### src/rtl/bf16_mul_result_fifo.sv
// BF16 multiplier result buffer: first-word-fall-through FIFO with credit-based
// issue control. Upstream may start a multiply only while issue_ok is high, so
// every result already in flight is guaranteed a slot when it arrives.
// Optional build macro: BF16_RESULT_FLAGS_EN stores a {nan, inf, zero} class
// alongside each entry; without it m_flags is tied low and no flag storage exists.
module bf16_mul_result_fifo #(
  parameter int DEPTH   = 8,
  parameter int MUL_LAT = 3
) (
  input  logic                     clk,
  input  logic                     rst,
  input  logic                     issue_req,
  output logic                     issue_ok,
  input  logic [15:0]              z_in,
  input  logic                     z_in_stb,
  output logic [15:0]              m_data,
  output logic [2:0]               m_flags,
  output logic                     m_valid,
  input  logic                     m_ready,
  output logic [$clog2(DEPTH):0]   level,
  output logic                     overflow
);

  localparam int AW = $clog2(DEPTH);
  localparam int LW = AW + 1;
  // Inflight counter has to hold 0..MUL_LAT+1.
  localparam int IW = $clog2(MUL_LAT + 2);
  localparam int SW = ((LW > IW) ? LW : IW) + 1;

  logic [15:0]   r_mem [DEPTH];
  logic [AW-1:0] r_wr_ptr;
  logic [AW-1:0] r_rd_ptr;
  logic [LW-1:0] r_level;
  logic [IW-1:0] r_inflight;
  logic          r_overflow;

  logic          w_full;
  logic          w_pop;
  logic          w_push;
  logic          w_drop;
  logic [SW-1:0] w_credit_sum;

  assign w_full = (r_level == LW'(DEPTH));
  assign w_pop  = (r_level != '0) && m_ready;
  // A full buffer still accepts a result when the head leaves in the same cycle.
  assign w_push = z_in_stb && (!w_full || w_pop);
  assign w_drop = z_in_stb && w_full && !w_pop;

  // Pointer, occupancy and sticky overflow tracking; DEPTH is a power of two so
  // pointers wrap by natural overflow.
  always_ff @(posedge clk) begin
    if (!rst) begin
      r_wr_ptr   <= '0;
      r_rd_ptr   <= '0;
      r_level    <= '0;
      r_overflow <= 1'b0;
    end else begin
      if (w_push) r_wr_ptr <= r_wr_ptr + AW'(1);
      if (w_pop)  r_rd_ptr <= r_rd_ptr + AW'(1);
      case ({w_push, w_pop})
        2'b10:   r_level <= r_level + LW'(1);
        2'b01:   r_level <= r_level - LW'(1);
        default: r_level <= r_level;
      endcase
      if (w_drop) r_overflow <= 1'b1;
    end
  end

  // Data storage; no reset needed because m_data is masked while empty.
  always_ff @(posedge clk) begin
    if (rst && w_push) r_mem[r_wr_ptr] <= z_in;
  end

  // Results issued but not yet returned; saturates at both ends so a stray
  // strobe never wraps the count.
  always_ff @(posedge clk) begin
    if (!rst) begin
      r_inflight <= '0;
    end else begin
      case ({issue_req, z_in_stb})
        2'b10: if (r_inflight < IW'(MUL_LAT + 1)) r_inflight <= r_inflight + IW'(1);
        2'b01: if (r_inflight != '0) r_inflight <= r_inflight - IW'(1);
        default: r_inflight <= r_inflight;
      endcase
    end
  end

`ifdef BF16_RESULT_FLAGS_EN
  logic [2:0] r_flg [DEPTH];
  logic [2:0] w_z_flags;

  // Classify the incoming product: {nan, inf, zero}.
  always_comb begin
    w_z_flags    = 3'b000;
    w_z_flags[2] = (z_in[14:7] == 8'hFF) && (z_in[6:0] != 7'd0);
    w_z_flags[1] = (z_in[14:7] == 8'hFF) && (z_in[6:0] == 7'd0);
    w_z_flags[0] = (z_in[14:7] == 8'h00);
  end

  // Flag storage written alongside the data entry.
  always_ff @(posedge clk) begin
    if (rst && w_push) r_flg[r_wr_ptr] <= w_z_flags;
  end

  assign m_flags = m_valid ? r_flg[r_rd_ptr] : 3'b000;
`else
  assign m_flags = 3'b000;
`endif

  assign w_credit_sum = SW'(r_level) + SW'(r_inflight);
  assign issue_ok     = (w_credit_sum < SW'(DEPTH));
  assign m_valid      = (r_level != '0);
  assign m_data       = m_valid ? r_mem[r_rd_ptr] : 16'h0000;
  assign level        = r_level;
  assign overflow     = r_overflow;

endmodule
### config.mk
export PLATFORM = sky130hd
export DESIGN_NAME = bf16_mul_result_fifo
export DESIGN_NICKNAME = d
export VERILOG_FILES = /design/src/rtl/bf16_mul_result_fifo.sv
export SDC_FILE = /design/constraint.sdc
export NUM_CORES = 1
export LEC_CHECK = 0
export ABC_CLOCK_PERIOD_IN_PS = 4000
export CORE_MARGIN = 5
export CORE_UTILIZATION = 45
export DETAILED_ROUTE_END_ITERATION = 8
export PLACE_DENSITY_LB_ADDON = 0.08
export SKIP_CTS_REPAIR_TIMING = 1
export SLEW_MARGIN = 5
export SYNTH_ARGS = -nofsm -noshare
export SYNTH_HDL_FRONTEND = slang
export SYNTH_SLANG_ARGS = --single-unit
### constraint.sdc
create_clock -name clk -period 4 [get_ports clk]
set_input_delay 0.8 -clock clk [delete_from_list [all_inputs] [get_ports clk]]
set_output_delay 0.8 -clock clk [all_outputs]
set_load 0.005 [all_outputs]
==> results by group <==
Floorplan
  • Overall die area: 15,600 sq um
  • Width of the die: 125 um
  • Std-Cell Rows: 42
  • Core area: 13,100 sq um
  • Total I/O pin count: 47
  • Starting density of the core: 45.4%
  • Die Y: 125 um

Logic synthesis
  • Most frequent cells after synthesis: sky130_fd_sc_hd__edfxtp_1, sky130_fd_sc_hd__mux4_2, sky130_fd_sc_hd__nor2_1, sky130_fd_sc_hd__mux2i_1, sky130_fd_sc_hd__dfxtp_1
  • Synthesis-stage register bit count: 145
  • Async set-reset flop share out of synthesis: 0%
  • Cells after Synth: 321
  • Register area share after synthesis: approximately 70%
  • Leading cell types by total area after synthesis: sky130_fd_sc_hd__edfxtp_1, sky130_fd_sc_hd__mux4_2, sky130_fd_sc_hd__dfxtp_1
  • Cell taking the most area after synthesis: sky130_fd_sc_hd__edfxtp_1
  • Number of enable flip-flop cells after synthesis: ~130
  • Yosys warning total: 0
  • Mean cell area of the mapped netlist: ~18 sq um
  • Yosys top cell area share: 64.7%
  • Post-Synthesis Cell Area: 5940 sq um
  • Most frequently used cell type in the post-synthesis netlist: sky130_fd_sc_hd__edfxtp_1
  • Netlist cell types: 50
  • Commonest register cell after synthesis: sky130_fd_sc_hd__edfxtp_1

Clock tree
  • Clock-pin slew on the worst setup and hold paths: approximately 60 ps
  • Clock buffer count from CTS: 17
  • Number of H-tree levels: 4
  • TritonCTS Sinks: 145
  • Buffers from clock root to sink, at most: 2
  • CTS root buffer: sky130_fd_sc_hd__clkbuf_16
  • Later-pin clock latency in the skew report: 420 ps
  • CTS tree: built

STA
  • Setup violation total in the final timing report: 0
  • Least-Margin Pin Slew: between 800 and 900 ps
  • Period utilisation layout: a little over 80%
  • Fin. Hold Viols: 0
  • Unrepaired setup endpoints after global routing: no
  • Max Clk Rate: approximately 300 MHz
  • Number of max-slew violations in the final report: 0
  • Fin Clk Skew: 7.15 ps
  • Headroom to the max-slew limit: 43.6%
  • Final hold slack: 469 ps
  • Final setup TNS: 0 ps
  • Post-route minimum period: 3290 ps

GRT
  • Via count of the first global-routing pass: between 3k and 4k
  • Largest net degree at the start of global routing: 33
  • Combined global-route utilization of all metal layers: between 10% and 20%
  • GRT busiest layer: met2
  • Met2 usage: between 20% and 30%
  • First-pass GRT wire length: 17,800 um
  • GRT met3 Usage: about 4.7%
  • Residual overflow from global routing: 0
  • Met1 track utilization from global routing: 20.6%
  • Number of antenna violations at the first check in global routing: 0

Job
  • Max_cap viols: 0

Status
  • Result of the run: complete, no violations

Cells and area
  • Number of nets in the final layout: 410
  • Reg area: about 4200 sq um
  • Antenna diode instance count: 0
  • Layout area overhead: 22.8%
  • Fillers: 1,027
  • Fraction of layout cells with a size suffix above 1: about a quarter
  • Multi-input combinational cell area: 1660 sq um

Placement
  • Sum of net half-perimeters after detailed placement: 7070 um
  • Count of port buffers added during placement: 43
  • Routability-driven placement congestion ratio: 0.743

Worst setup path
  • CP Capture Type: output port
  • Path type of the worst setup path: reg -> out
  • Launch point of the worst reg-to-reg path: level[1]
  • Cell chain of the critical path: buf_12 > mux4_2 > mux2i_1 > nor2_1 > clkdlybuf4s50_1
  • Crit Path Max Fanout: 26
  • Worst-path cell with the longest stage delay: sky130_fd_sc_hd__mux4_2
  • Count of cells along the worst register-to-register path: 4
  • Data required time of the critical path: 3200 ps
  • Setup crit start kind: flip-flop
  • Critical path's largest stage delay: 540 ps
  • Arrival time at the worst endpoint: about 2500 ps

Power and ir drop
  • Switching share of power: about a quarter
  • Switching component of the power: 1120 uW
  • Register share of total power: 40.0%
  • Clock power share: approximately 38%
  • Internal power: 3350 uW
  • Worst ir drop on vdd: 0.339 mV
  • Power per standard cell area: 612 nW/um^2
  • Leakage power: 0.00237 uW
  • Part of the total power dissipated in combinational logic: ~22%

Drt
  • Detailed router's first-iteration violation count: 214
  • Wirelength, routed: 11,200 um
  • Post-detailed-route count of antenna-violating nets: 0
  • Via count normalized by instance count: 5.27
  • DR vias: roughly 3.0k
  • Drt first pass iters: 4
  • Routed wire length per instance: 19.6 um
  • Drc violations: 0

Min path
  • Hold Path Cell Cnt: 1
  • Class of the tightest hold or removal check: reg -> reg
  • Worst hold path startpoint: overflow
[routing by layer]
metal	share of wire (%)	vias to the layer above
li1	-	1392
met1	46	1539
met2	49	62
met3	4.5	9
met4	1.1	0
met5	0	-
[kinds of logic after synthesis]
kind of cell / count (synthesis) / share of synthesized area, %
muxes: 51 / 15.3
DFF: 145 / 70.5
AOI/OAI and AO/OA: 22 / 3.46
and+or+nand+nor: 60 / 5.42
buffers and inverters: 26 / 2.28
adders and majority gates: 8 / 1.81
xor gates and xnor gates: 8 / 1.18
other: 1 / 0.0632
[final cells by class]
class / count / area share, %
clock buffers: 17 / 5.83
clock inverters: 15 / 2.95
inverters: 6 / 0.309
multi-input cells: 152 / 22.8
flip-flops and latches: 145 / 57.4
well taps: 176 / 3.02
repair buffers: 59 / 7.72
[power by group through the flow]
stage	logic (uW)	registers (uW)	clock network [uW]
final	985	1790	1690
after global routing	1080	1800	1800
after CTS	1010	1790	1720
after detailed placement	1010	1820	0
after global placement	997	1810	0
after floorplan	655	1760	0
[cell usage in the layout, fill, tap and decap left out, types with 4 or more instances in the layout]
cell type,synthesis,final
sky130_fd_sc_hd__clkdlybuf4s50_1,0,43
sky130_fd_sc_hd__buf_4,3,15
sky130_fd_sc_hd__xnor2_1,5,5
sky130_fd_sc_hd__dfxtp_1,17,16
sky130_fd_sc_hd__o21ai_0,4,4
sky130_fd_sc_hd__inv_1,4,4
sky130_fd_sc_hd__mux2i_1,19,19
sky130_fd_sc_hd__nand2_1,7,7
sky130_fd_sc_hd__and2_1,7,7
sky130_fd_sc_hd__nor2b_1,6,6
sky130_fd_sc_hd__mux4_2,32,32
sky130_fd_sc_hd__ha_1,7,7
sky130_fd_sc_hd__nor3_2,0,4
sky130_fd_sc_hd__bufinv_16,0,5
sky130_fd_sc_hd__nor2_1,21,21
sky130_fd_sc_hd__clkbuf_16,0,17
sky130_fd_sc_hd__edfxtp_1,128,128
[flip-flops by register name (all words and copies together) (netlist names), named ones only]
register	cells
overflow	1
r_inflight	3
r_mem	128
level	4
r_rd_ptr	3
r_wr_ptr	3
[critical path, delay by kind of cell (launching register included)]
family | cells | cell delay, ps
flops | 1 | 500
buf+inv | 2 | 750
simple gates | 1 | 80
mux | 2 | 730
[metrics by stage]
stage | total power [uW] | cell area [sq um] | std cells | worst slack [ps] | util [%]
2_1_floorplan | 2420 | 5950 | 323 | 843 | -
3_3_place_gp | 2810 | 6650 | 538 | 947 | 50.8
3_5_place_dp | 2830 | 6650 | 538 | 862 | 50.8
4_1_cts | 4520 | 7290 | 570 | 609 | 55.7
5_1_grt | 4680 | 7290 | 570 | 544 | 55.7
6_report | 4460 | 7290 | 570 | 707 | 55.7
[path summary, 6_finish.rpt]
path,to,slack (ps)
hold / removal,overflow,470
hold reg to reg,overflow,470
setup / recovery,m_data[15],710
setup reg to reg,r_mem[5][3],1400
Note: power is estimated with default switching activity, not from simulation.
